<file path="src/rtl/lut_loader_pkg.sv">
// Shared types and sizing helpers for the serial LUT loader.
package lut_loader_pkg;

  typedef enum logic [2:0] {
    IDLE,
    WAIT,
    LO,
    HI,
    END
  } state_t;

  function automatic int entries(input int in_width);
    return 1 << in_width;
  endfunction

  function automatic int table_bits(input int in_width, input int out_width);
    return entries(in_width) * out_width;
  endfunction

endpackage

</file>
<file path="src/rtl/lut_serial_loader_if.sv">
// Entry write handshake between the config source and the serial loader.
interface lut_serial_loader_if #(
  parameter int OUT_WIDTH = 3
) ();

  logic                 wr_valid;
  logic [OUT_WIDTH-1:0] wr_data;
  logic                 wr_ready;

  modport master (output wr_valid, output wr_data, input wr_ready);
  modport slave  (input wr_valid, input wr_data, output wr_ready);

endinterface

</file>
<file path="src/rtl/lut_bit_timer.sv">
// Shift-clock phase timer: strobes phase_end on the last clk cycle of each
// CLK_DIV-long sclk phase while run is held.
module lut_bit_timer #(
  parameter int CLK_DIV = 2
) (
  input  logic clk,
  input  logic rst_n,
  input  logic run,
  input  logic clear,
  output logic phase_end
);

  localparam int CW = $clog2(CLK_DIV) + 1;
  localparam logic [CW-1:0] DIV_LAST = CW'(CLK_DIV - 1);

  logic [CW-1:0] div_cnt;

  assign phase_end = run && (div_cnt == DIV_LAST);

  always_ff @(posedge clk or negedge rst_n) begin
    if (!rst_n) begin
      div_cnt <= '0;
    end else if (clear || !run || phase_end) begin
      div_cnt <= '0;
    end else begin
      div_cnt <= div_cnt + 1'b1;
    end
  end

endmodule

</file>
<file path="src/rtl/lut_serial_loader.sv">
// Serial LUT-load transmitter: entries in over valid/ready, out MSB first on sd/sclk/scs_n.
// Optional frame cancel via abort/aborted when LUT_LOADER_ABORT_EN is defined.
module lut_serial_loader
  import lut_loader_pkg::*;
#(
  parameter int IN_WIDTH  = 3,
  parameter int OUT_WIDTH = 3,
  parameter int CLK_DIV   = 2
) (
  input  logic                 clk,
  input  logic                 rst_n,
  lut_serial_loader_if.slave   wr,
  output logic                 busy,
  output logic                 done,
  output logic                 sclk,
  output logic                 sd,
  output logic                 scs_n
`ifdef LUT_LOADER_ABORT_EN
  ,
  input  logic                 abort,
  output logic                 aborted
`endif
);

  localparam int BW = $clog2(OUT_WIDTH) + 1;
  localparam int EW = IN_WIDTH + 1;
  localparam logic [BW-1:0] BIT_LAST  = BW'(OUT_WIDTH - 1);
  localparam logic [EW-1:0] ENT_TOTAL = EW'(entries(IN_WIDTH));

  state_t               state;
  state_t               next_state;
  logic [OUT_WIDTH-1:0] tx_shift;
  logic [BW-1:0]        bit_cnt;
  logic [EW-1:0]        entry_cnt;
  logic                 ready_q;
  logic                 run;
  logic                 phase_end;
  logic                 accept;
  logic                 abort_hit;
  logic                 last_bit;
  logic                 ready_d;
  logic                 sclk_d;
  logic                 scs_n_d;
  logic                 busy_d;
  logic                 done_d;

`ifdef LUT_LOADER_ABORT_EN
  logic aborted_d;
  assign abort_hit = abort && (state != IDLE);
`else
  assign abort_hit = 1'b0;
`endif

  // A cancel takes priority over a same-cycle handshake, so ready is masked combinationally.
  assign wr.wr_ready = ready_q && !abort_hit;
  assign accept      = wr.wr_valid && wr.wr_ready;
  assign run         = (state == LO) || (state == HI) || (state == END);
  assign last_bit    = (bit_cnt == BIT_LAST);
  assign sd          = tx_shift[OUT_WIDTH-1];

  lut_bit_timer #(
    .CLK_DIV (CLK_DIV)
  ) u_bit_timer (
    .clk       (clk),
    .rst_n     (rst_n),
    .run       (run),
    .clear     (abort_hit),
    .phase_end (phase_end)
  );

  always_ff @(posedge clk or negedge rst_n) begin
    if (!rst_n) begin
      state <= IDLE;
    end else begin
      state <= next_state;
    end
  end

  always_comb begin
    next_state = state;
    case (state)
      IDLE, WAIT: if (accept) next_state = LO;
      LO:         if (phase_end) next_state = HI;
      HI: begin
        if (phase_end) begin
          if (!last_bit) begin
            next_state = LO;
          end else if (entry_cnt == ENT_TOTAL) begin
            next_state = END;
          end else begin
            next_state = WAIT;
          end
        end
      end
      END:        if (phase_end) next_state = IDLE;
      default:    next_state = IDLE;
    endcase
    if (abort_hit) begin
      next_state = IDLE;
    end
  end

  // Pins are decoded from the next state so they leave the chip straight from flops.
  always_comb begin
    ready_d = (next_state == IDLE) || (next_state == WAIT);
    sclk_d  = (next_state == HI);
    scs_n_d = (next_state == IDLE);
    busy_d  = (next_state != IDLE);
    done_d  = (state == END) && phase_end && !abort_hit;
`ifdef LUT_LOADER_ABORT_EN
    aborted_d = abort_hit;
`endif
  end

  always_ff @(posedge clk or negedge rst_n) begin
    if (!rst_n) begin
      ready_q <= 1'b1;
      sclk    <= 1'b0;
      scs_n   <= 1'b1;
      busy    <= 1'b0;
      done    <= 1'b0;
`ifdef LUT_LOADER_ABORT_EN
      aborted <= 1'b0;
`endif
    end else begin
      ready_q <= ready_d;
      sclk    <= sclk_d;
      scs_n   <= scs_n_d;
      busy    <= busy_d;
      done    <= done_d;
`ifdef LUT_LOADER_ABORT_EN
      aborted <= aborted_d;
`endif
    end
  end

  // Zeros shift in behind each entry, so sd idles low once an entry is fully sent.
  always_ff @(posedge clk or negedge rst_n) begin
    if (!rst_n) begin
      tx_shift  <= '0;
      bit_cnt   <= '0;
      entry_cnt <= '0;
    end else if (abort_hit) begin
      tx_shift  <= '0;
      bit_cnt   <= '0;
      entry_cnt <= '0;
    end else if (accept) begin
      tx_shift  <= wr.wr_data;
      bit_cnt   <= '0;
      entry_cnt <= entry_cnt + 1'b1;
    end else if ((state == HI) && phase_end) begin
      tx_shift  <= tx_shift << 1;
      bit_cnt   <= bit_cnt + 1'b1;
    end else if ((state == END) && phase_end) begin
      entry_cnt <= '0;
    end
  end

endmodule
</file>
<file path="src/flat_wrapper.sv">
// flat-port wrapper written by rule: the top's interface ports become plain ports
module lut_serial_loader_flat import lut_loader_pkg::*;
#(
  parameter int IN_WIDTH  = 3,
  parameter int OUT_WIDTH = 3,
  parameter int CLK_DIV   = 2
)
  (clk, rst_n, busy, done, sclk, sd, scs_n, wr_wr_valid, wr_wr_data, wr_wr_ready);
  lut_serial_loader_if #(.OUT_WIDTH(OUT_WIDTH)) wr_i ();
  input  logic clk;
  input  logic rst_n;
  output logic busy;
  output logic done;
  output logic sclk;
  output logic sd;
  output logic scs_n;
  input wire logic [$bits(wr_i.wr_valid)-1:0] wr_wr_valid;
  input wire logic [$bits(wr_i.wr_data)-1:0] wr_wr_data;
  output wire logic [$bits(wr_i.wr_ready)-1:0] wr_wr_ready;
  assign wr_i.wr_valid = wr_wr_valid;
  assign wr_i.wr_data = wr_wr_data;
  assign wr_wr_ready = wr_i.wr_ready;
  lut_serial_loader #(.IN_WIDTH(IN_WIDTH), .OUT_WIDTH(OUT_WIDTH), .CLK_DIV(CLK_DIV)) u_core (.clk(clk), .rst_n(rst_n), .wr(wr_i), .busy(busy), .done(done), .sclk(sclk), .sd(sd), .scs_n(scs_n));
endmodule
</file>
<file path="config.mk">
export PLATFORM = sky130hd
export DESIGN_NAME = lut_serial_loader_flat
export DESIGN_NICKNAME = d
export VERILOG_FILES = /design/src/rtl/lut_loader_pkg.sv /design/src/rtl/lut_serial_loader_if.sv /design/src/rtl/lut_bit_timer.sv /design/src/rtl/lut_serial_loader.sv /design/src/flat_wrapper.sv
export SDC_FILE = /design/constraint.sdc
export NUM_CORES = 1
export LEC_CHECK = 0
export CORE_MARGIN = 2
export CORE_UTILIZATION = 56
export CTS_BUF_LIST = sky130_fd_sc_hd__clkbuf_2
export CTS_CLUSTER_SIZE = 14
export DETAILED_ROUTE_END_ITERATION = 16
export MAX_ROUTING_LAYER = met4
export PLACE_DENSITY = 0.76
export SYNTH_ARGS = -nofsm -noshare
export SYNTH_HDL_FRONTEND = slang
export SYNTH_SLANG_ARGS = --single-unit
</file>
<file path="constraint.sdc">
create_clock -name clk -period 1.7 [get_ports clk]
set_clock_uncertainty 0.1 [all_clocks]
set_input_delay 0.255 -clock clk [delete_from_list [all_inputs] [get_ports clk]]
set_output_delay 0.255 -clock clk [all_outputs]
set_load 0.01 [all_outputs]
</file>
==> results of run 1 <==
power breakdown:
part	internal, W	leakage, nW	switching [W]
sequential	0.000669	0.242	0.000151
combinational	0.000405	0.281	0.000372
clock	0.000203	0.0266	0.000145
total	0.00128	0.549	0.000668
synth_stat cells:
library cell,count,area share (%)
sky130_fd_sc_hd__mux2i_1,3,3.1
sky130_fd_sc_hd__a211o_1,1,0.91
sky130_fd_sc_hd__inv_2,1,0.39
sky130_fd_sc_hd__nand3b_1,1,0.78
sky130_fd_sc_hd__a211oi_1,1,0.78
sky130_fd_sc_hd__a311oi_2,1,1.6
sky130_fd_sc_hd__dfrtp_1,18,47
sky130_fd_sc_hd__nand2b_1,2,1.3
sky130_fd_sc_hd__nor2b_1,1,0.65
sky130_fd_sc_hd__inv_1,5,1.9
sky130_fd_sc_hd__nor3_1,1,0.52
sky130_fd_sc_hd__and2_1,3,1.9
sky130_fd_sc_hd__a21o_1,3,2.3
sky130_fd_sc_hd__o31ai_1,1,0.78
sky130_fd_sc_hd__dfstp_2,2,5.5
sky130_fd_sc_hd__and3_1,1,0.65
sky130_fd_sc_hd__or3b_1,1,0.91
sky130_fd_sc_hd__nor2_1,4,1.6
sky130_fd_sc_hd__nand4bb_1,1,1.2
sky130_fd_sc_hd__or3_1,1,0.65
sky130_fd_sc_hd__o21ai_0,2,1.0
sky130_fd_sc_hd__a21oi_1,4,2.1
sky130_fd_sc_hd__mux2_2,2,2.3
sky130_fd_sc_hd__nand3_1,4,2.1
sky130_fd_sc_hd__clkbuf_1,1,0.39
sky130_fd_sc_hd__xnor2_1,1,0.91
sky130_fd_sc_hd__nand4b_4,1,2.5
sky130_fd_sc_hd__o21ai_1,3,1.6
sky130_fd_sc_hd__o32ai_2,1,1.7
sky130_fd_sc_hd__a21bo_2,1,1.0
sky130_fd_sc_hd__nand2_1,8,3.1
sky130_fd_sc_hd__or2_0,1,0.65
sky130_fd_sc_hd__ha_1,5,6.5
final timing paths:
kind	end	slack (ps)
max	u_core.entry_cnt[3]$_DFFE_PN0P_	100
min	u_core.entry_cnt[1]$_DFFE_PN0P_	160
max reg2reg	u_core.entry_cnt[3]$_DFFE_PN0P_	100
min reg2reg	u_core.u_bit_timer.div_cnt[0]$_DFF_PN0_	350
max in group asynchronous	u_core.wr.wr_ready$_DFF_PN1_	1080
min in group clk	u_core.u_bit_timer.div_cnt[0]$_DFF_PN0_	350
flip-flops by register name, indices dropped and copies added (netlist names):
name / flops
u_core.bit_cnt: 3
u_core.busy: 1
u_core.done: 1
u_core.entry_cnt: 4
u_core.sclk: 1
u_core.scs_n: 1
u_core.state: 3
u_core.tx_shift: 3
u_core.u_bit_timer.div_cnt: 2
u_core.wr.wr_ready: 1
layout by cell type (no fill, tap or decap), types with 4 or more instances in the layout:
| cell type | instances |
|---|---|
| sky130_fd_sc_hd__ha_1 | 4 |
| sky130_fd_sc_hd__dfrtp_1 | 18 |
| sky130_fd_sc_hd__nand2_1 | 8 |
| sky130_fd_sc_hd__clkdlybuf4s50_1 | 9 |
| sky130_fd_sc_hd__buf_4 | 5 |
| sky130_fd_sc_hd__nor2_1 | 4 |
| sky130_fd_sc_hd__a21oi_1 | 4 |
| sky130_fd_sc_hd__nand3_1 | 4 |
| sky130_fd_sc_hd__inv_1 | 5 |
layer usage:
metal / GRT usage [%] / up-vias / wire (µm)
li1: - / 339 / -
met2: 32.1 / 8 / 820
met3: 4.76 / 2 / 38
met5: - / - / 0
met1: 27.3 / 307 / 833
met4: 10.6 / 0 / 9
logic make-up (layout without fill, tap and decap cells):
kind of cell               count (synthesis)  in the layout
adders and majority gates                  5              5
AOI/OAI and AO/OA                         18             18
DFF                                       20             20
and+or+nand+nor                           30             30
xor gates and xnor gates                   1              1
muxes                                      5              5
buffers and inverters                      7             26
what timing repair did:
action | CTS | global route
endpoints found under the setup margin | 2 | 6
resized for setup | 2 | 2
setup buffers | 1 | 0
pin swaps | 0 | 0
layout make-up:
| cell class | instances | area share, % |
|---|---|---|
| clock buffers | 3 | 1.27 |
| clock inverters | 1 | 2.54 |
| inverters | 6 | 1.90 |
| multi-input cells | 59 | 37.8 |
| flip-flops and latches | 20 | 42.5 |
| well taps | 16 | 1.69 |
| repair buffers | 16 | 12.3 |
metrics by stage:
step	utilization, %	worst slack, ps
finish	75.9	99.7
global route	75.9	12.8
CTS	75.0	16.8
detailed placement	71.8	36.5
global placement	71.8	71.8
floorplan	-	162
==> metrics list, run 1 <==
- The flow ran to the end, and the final reports show no timing, DRC or antenna violations.
- Via count of the first global-routing pass: 678
- Measured along the x axis, the die boundary spans 45.5 µm.
- Global Route Usage Sum: 21.4%
- Cell at the slowest stage of the critical path: sky130_fd_sc_hd__dfrtp_1
- The number of different library cells used by synthesis comes to 33.
* Design Area, Final: 0.00118 mm²
- In this run the number of H-tree levels came out at 1.
- Timing would allow up to 625 MHz.
- Area growth from synthesis to final layout: 22.9%
* CP startpoint kind: register
- Adder-cell area share of the yosys netlist: 6.49%
* Number of detailed-route iterations in the first pass: 4
* Post-synthesis cell area: 963 µm²
- Post-DRT Antenna Nets: 0
- IR analysis of the VDD net gives a maximum drop of 958 µV.
- Register Area: 503 µm²
* Finished Layout Cells: 121
- Placer's final routability congestion estimate: 0.815
- Data on the critical path arrives at its endpoint at 1720 ps.
- Length in cells of the worst reg-to-reg path: 5
* Unrepaired setup endpoints after global routing: no
* Count of cell instances traversed by the critical path: 5
- Sequential element share of the synthesized area: 52.2%
- The worst path uses 94.1% of the clock period.
- In this run the worst path has a maximum fanout of 7.
- The number of buffers and inverters on the critical path is 1.
- Summing the areas of all and, or, nand and nor instances in the mapped netlist gives 18.4% of the synthesized area.
- For the worst setup path, the data required time is 1820 ps.
* Post-synth net total: 97
- In this run the deepest clock path goes through 2 buffers.
- Total power density per cell area: 1640 mW/mm²
- Area post-placement: 0.00112 mm²
- The initial antenna violation count came to 0.
- Headroom to the max-slew limit came out at 76.7%.
- The first global-routing pass estimated 2990 µm of wire.
- Largest delay contributor family on the critical path: flip-flops
* Yosys reg bits: 20
- # nets final: 117
- By area, the combinational part of the netlist is dominated by simple AND/OR/NAND/NOR gates.
- Number of rows created at floorplan: 14
- Fill cell total of the finished layout: 113
- Across all layers, the routed design uses 656 vias.
- Tightest hold margin: 159 ps
- Transition time at the pin with the least slew margin: 350 ps
- The synthesized netlist devotes 0.909% of its cell area to XOR and XNOR gates.
- Slew Limit Fails: 0
* Overall routed net length: 1700 µm
- Traced cell by cell, the critical path runs through inv_1 -> ha_2 -> nand4bb_1 -> mux2_2 -> a21o_1.
- Complex-gate fraction of the synthesized area: 13.8%
* Number of hold-slack violations in the final timing report: 0
- Height of the die: 45.5 µm
- The die covers 0.00207 mm².
- After synthesis, the mean cell area works out to 11.2 µm².
- The count of buffers added on input and output ports is 11.
* Peak per-stage delay on the critical path: 400 ps
- In this run the worst hold path is classified as primary input to async pin.
- In this run, CTS created clock tree buffers numbering 3.
- Entering global routing, the biggest net connects 21 pins.
- Fin Setup TNS: 0 ps
- Cells after Synth: 86
* Violation count after the first detailed-route iteration: 8
- Fraction of final layout cells sized beyond drive strength 1: 18.1%
* Root cell of the clock tree: sky130_fd_sc_hd__clkbuf_2
- After detailed routing, the average wire length per cell comes to 14.1 µm.
- Period minus WS final: 1600 ps
- Type of the setup path with the least slack: register to register
- Floorplan core area: 0.00156 mm²
* Later-pin clock latency in the skew report: 310 ps
- Count of warnings emitted by yosys: 0
* Clock edge transition at the registers on the reported setup and hold paths: 190 ps
* Clock tree from TritonCTS: done
- In this run the worst setup path begins at u_core.u_bit_timer.div_cnt[1]$_DFF_PN0_.
- Across the run, the number of max-cap violations was 0.
- Number of cells in the design after placement: 116
- The HPWL after detailed placement is 1220 µm.
- Endpoint type of the worst setup path: register
- Vias per cell: 5.42
* Boundary pin count: 12
* Initial core utilization: 61.8%
- After global routing the overflow that remains totals 0.
* Mux cell area share after synthesis: 5.45%
- The startpoint identified for the worst register-to-register timing path is u_core.u_bit_timer.div_cnt[1]$_DFF_PN0_.
- Number of sinks handled by clock tree synthesis: 20
- DRC Markers: 0
* Lkg Pwr: 0.549 nW
* Multi-input logic area: 448 µm²
- N_diodes: 0
- Hold_buf cts: 0
* Setup Viol. Count Final: 0
- Total Power Consumption: 0.00194 W
Note: power is estimated with default switching activity, not from simulation.
==> run 2: changes to the inputs <==
Settings changed: SKIP_CTS_REPAIR_TIMING from default to 1.
==> metrics list, run 2 (synthesis gave the netlist of run 1 again) <==
* Result of the run: finished clean
- In this run the worst hold path is classified as primary input to async pin.
- Setup repair after global routing left no endpoint under its margin.
* Post-DRT Antenna Nets: 0 (unchanged)
- Root cell of the clock tree: sky130_fd_sc_hd__clkbuf_2
- Register with the highest flop count: u_core.entry_cnt
- The max-capacitance violation count was 0 (unchanged).
- Overall routed net length: 1720 µm (+1.1%)
- Clock tree from TritonCTS: done
* Period Utilization, post-route: 94.2% (about the same)
* Tightest hold margin: 159 ps (-0.130 ps)
- Fill cell total of the finished layout: 112 (-0.88%)
* Critical Path, Cell by Cell: inv_1 -> ha_2 -> nand4bb_1 -> mux2_2 -> a21o_1
- Port buffer count: 11 (unchanged)
- Floorplan core area: 0.00156 mm² (unchanged)
- The violation count after the first detailed-routing iteration came to 10 (+2).
* Setup Viol. Count Final: 0 (unchanged)
- Arrival time of the worst setup path: 1720 ps (about the same)
* Die outline area: 0.00207 mm² (unchanged)
- Commonest non-fill, non-tap cell in the layout: sky130_fd_sc_hd__dfrtp_1
- STA classifies the critical path startpoint as a register.
* Fmax: 624 MHz (about the same)
- Broken down by cell family, the worst path's largest delay share belongs to flip-flops.
- Cell at the slowest stage of the critical path: sky130_fd_sc_hd__dfrtp_1
- Required @ worst endpoint: 1820 ps (about the same)
- Via count of the first global-routing pass: 674 (-0.59%)
- Lkg Pwr: 0.574 nW (+4.5%)
- First-pass GRT wire length: 2970 µm (-0.90%)
- Antenna violations before repair: 0 (unchanged)
- The deepest level of the CTS H-tree was 1 (unchanged).
* Die width: 45.5 µm (unchanged)
- Global Route Usage Sum: 21.3% (-0.17 points)
* Later-pin clock latency in the skew report: 310 ps (about the same)
- The routed via count was 662 (+0.91%).
- The average routed wire per standard cell came to 14.2 µm (+1.1%).
- The worst setup slack for register-to-register paths was 100 ps (about the same).
- The number of diodes was 0 (unchanged).
* Maximum buffer depth of the clock tree: 2 (unchanged)
* Number of hold-slack violations in the final timing report: 0 (unchanged)
* Hpwl dp: 1220 µm (unchanged)
- Endpoint type of the worst setup path: register
- Clock edge transition at the registers on the reported setup and hold paths: 190 ps (about the same)
- The critical path in this run is classified as register to register.
* Number of CTS-inserted buffers: 3 (unchanged)
- The initial standard-cell utilization of the core is 61.8% (unchanged).
- Area growth from synthesis to final layout: 23.6%
- Maximum number of pins on one net before global-route repair: 21 (unchanged)
- The delay of the slowest critical-path stage came to 400 ps (about the same).
- The relative max-transition margin came to 76.7% (about the same).
- Worst-path fanout max: 7 (unchanged)
- The mean number of vias per cell is 5.47 (+0.91%).
- The total DRC errors in the routed layout was 0 (unchanged).
- The area of placed instances came to 0.00112 mm² (unchanged).
- Placer's final routability congestion estimate: 0.815 (unchanged)
- Slew Limit Fails: 0 (unchanged)
- The I/O pin count came to 12 (unchanged).
- The height of the chip was 45.5 µm (unchanged).
- Period minus WS final: 1600 ps (+1.02 ps)
- The number of placed cells counting well taps was 116 (unchanged).
- The row count was 14 (unchanged).
- Number of sinks handled by clock tree synthesis: 20 (unchanged)
- The non-filler instance count after layout is 121 (unchanged).
- # nets final: 117 (unchanged)
* WP buf/inv: 1 (unchanged)
- Fin Setup TNS: 0 ps (unchanged)
- Leaving out fill and tap cells, the most frequent cells in the layout are 18 x sky130_fd_sc_hd__dfrtp_1, 9 x sky130_fd_sc_hd__clkdlybuf4s50_1, 8 x sky130_fd_sc_hd__nand2_1.
- Total power density per cell area: 1640 mW/mm² (-0.12%)
* Fraction of final layout cells sized beyond drive strength 1: 18.1% (unchanged)
- Number of flip-flops under the largest register name: 4 (unchanged)
- The remaining global-route overflow was 0 (unchanged).
* Design Area, Final: 0.00119 mm² (+0.63%)
* Transition time at the pin with the least slew margin: 350 ps (-0.463 ps)
- The highest ir drop seen on vdd came to 960 µV (+0.25%).
* Number of detailed-route iterations in the first pass: 4 (unchanged)
run 2: changes by cell type in the layout (fill, tap and decap cells not counted), sizes merged:
cell | before | now
dlygate4sd2 | 2 | 0
dlymetal6s2s | 0 | 2
run 2: final timing paths:
| kind | depth (start not counted) | startpoint | to |
|---|---|---|---|
| worst max-delay path | 5 | u_core.u_bit_timer.div_cnt[1]$_DFF_PN0_ | u_core.entry_cnt[3]$_DFFE_PN0P_ |
| worst min-delay path | 2 | rst_n | u_core.entry_cnt[1]$_DFFE_PN0P_ |
| max in group asynchronous | 2 | rst_n | u_core.wr.wr_ready$_DFF_PN1_ |
| min in group clk | 1 | u_core.u_bit_timer.div_cnt[0]$_DFF_PN0_ | u_core.u_bit_timer.div_cnt[0]$_DFF_PN0_ |
| worst max register to register | 5 | u_core.u_bit_timer.div_cnt[1]$_DFF_PN0_ | u_core.entry_cnt[3]$_DFFE_PN0P_ |
| worst min register to register | 1 | u_core.u_bit_timer.div_cnt[0]$_DFF_PN0_ | u_core.u_bit_timer.div_cnt[0]$_DFF_PN0_ |
run 2: power breakdown:
group / total, W / internal, W / switching, W / leakage [nW]
sequential: 0.000826 / 0.000669 / 0.000157 / 0.242
clock: 0.000348 / 0.000203 / 0.000145 / 0.0266
combinational: 0.000780 / 0.000411 / 0.000369 / 0.306
run 2: final cells by class:
class                      instances  area (µm²)  share of cell area, %
timing repair buffer              16         153                   12.8
inverter                           6        22.5                   1.89
sequential                        20         503                   42.2
multi-input combinational         59         448                   37.6
tap                               16        20.0                   1.68
clock inverter                     1        30.0                   2.52
clock buffer                       3        15.0                   1.26
run 2: metrics by stage:
| step | total power, W | utilization (%) | setup WS [ps] |
|---|---|---|---|
| finish | 0.00195 | 76.4 | 98.7 |
| floorplan | 0.00132 | - | 162 |
| CTS | 0.00193 | 74.7 | -140 |
| global placement | 0.00154 | 71.8 | 71.8 |
| detailed placement | 0.00158 | 71.8 | 36.5 |
| global route | 0.00212 | 76.4 | 12.4 |
run 2: layer usage:
metal	wire [µm]	vias to the layer above	GRT usage, %	share of wire, %
li1	-	339	-	-
met1	833	311	27.0	48
met2	832	10	31.8	48
met3	45	2	4.76	2.6
met4	9	0	10.6	0.52
met5	0	-	-	0
run 2: worst register-to-register path: stages, from the launching register on:
cell and delay, ps:
sky130_fd_sc_hd__dfrtp_1 400, sky130_fd_sc_hd__inv_1 50, sky130_fd_sc_hd__ha_2 250, sky130_fd_sc_hd__nand4bb_1 210
sky130_fd_sc_hd__mux2_2 320, sky130_fd_sc_hd__a21o_1 180
==> run 3: changes to the inputs <==
Settings changed: TNS_END_PERCENT from default to 100.
==> results of run 3 <==
The final DEF is identical to that of run 2; final timing and power are the same.
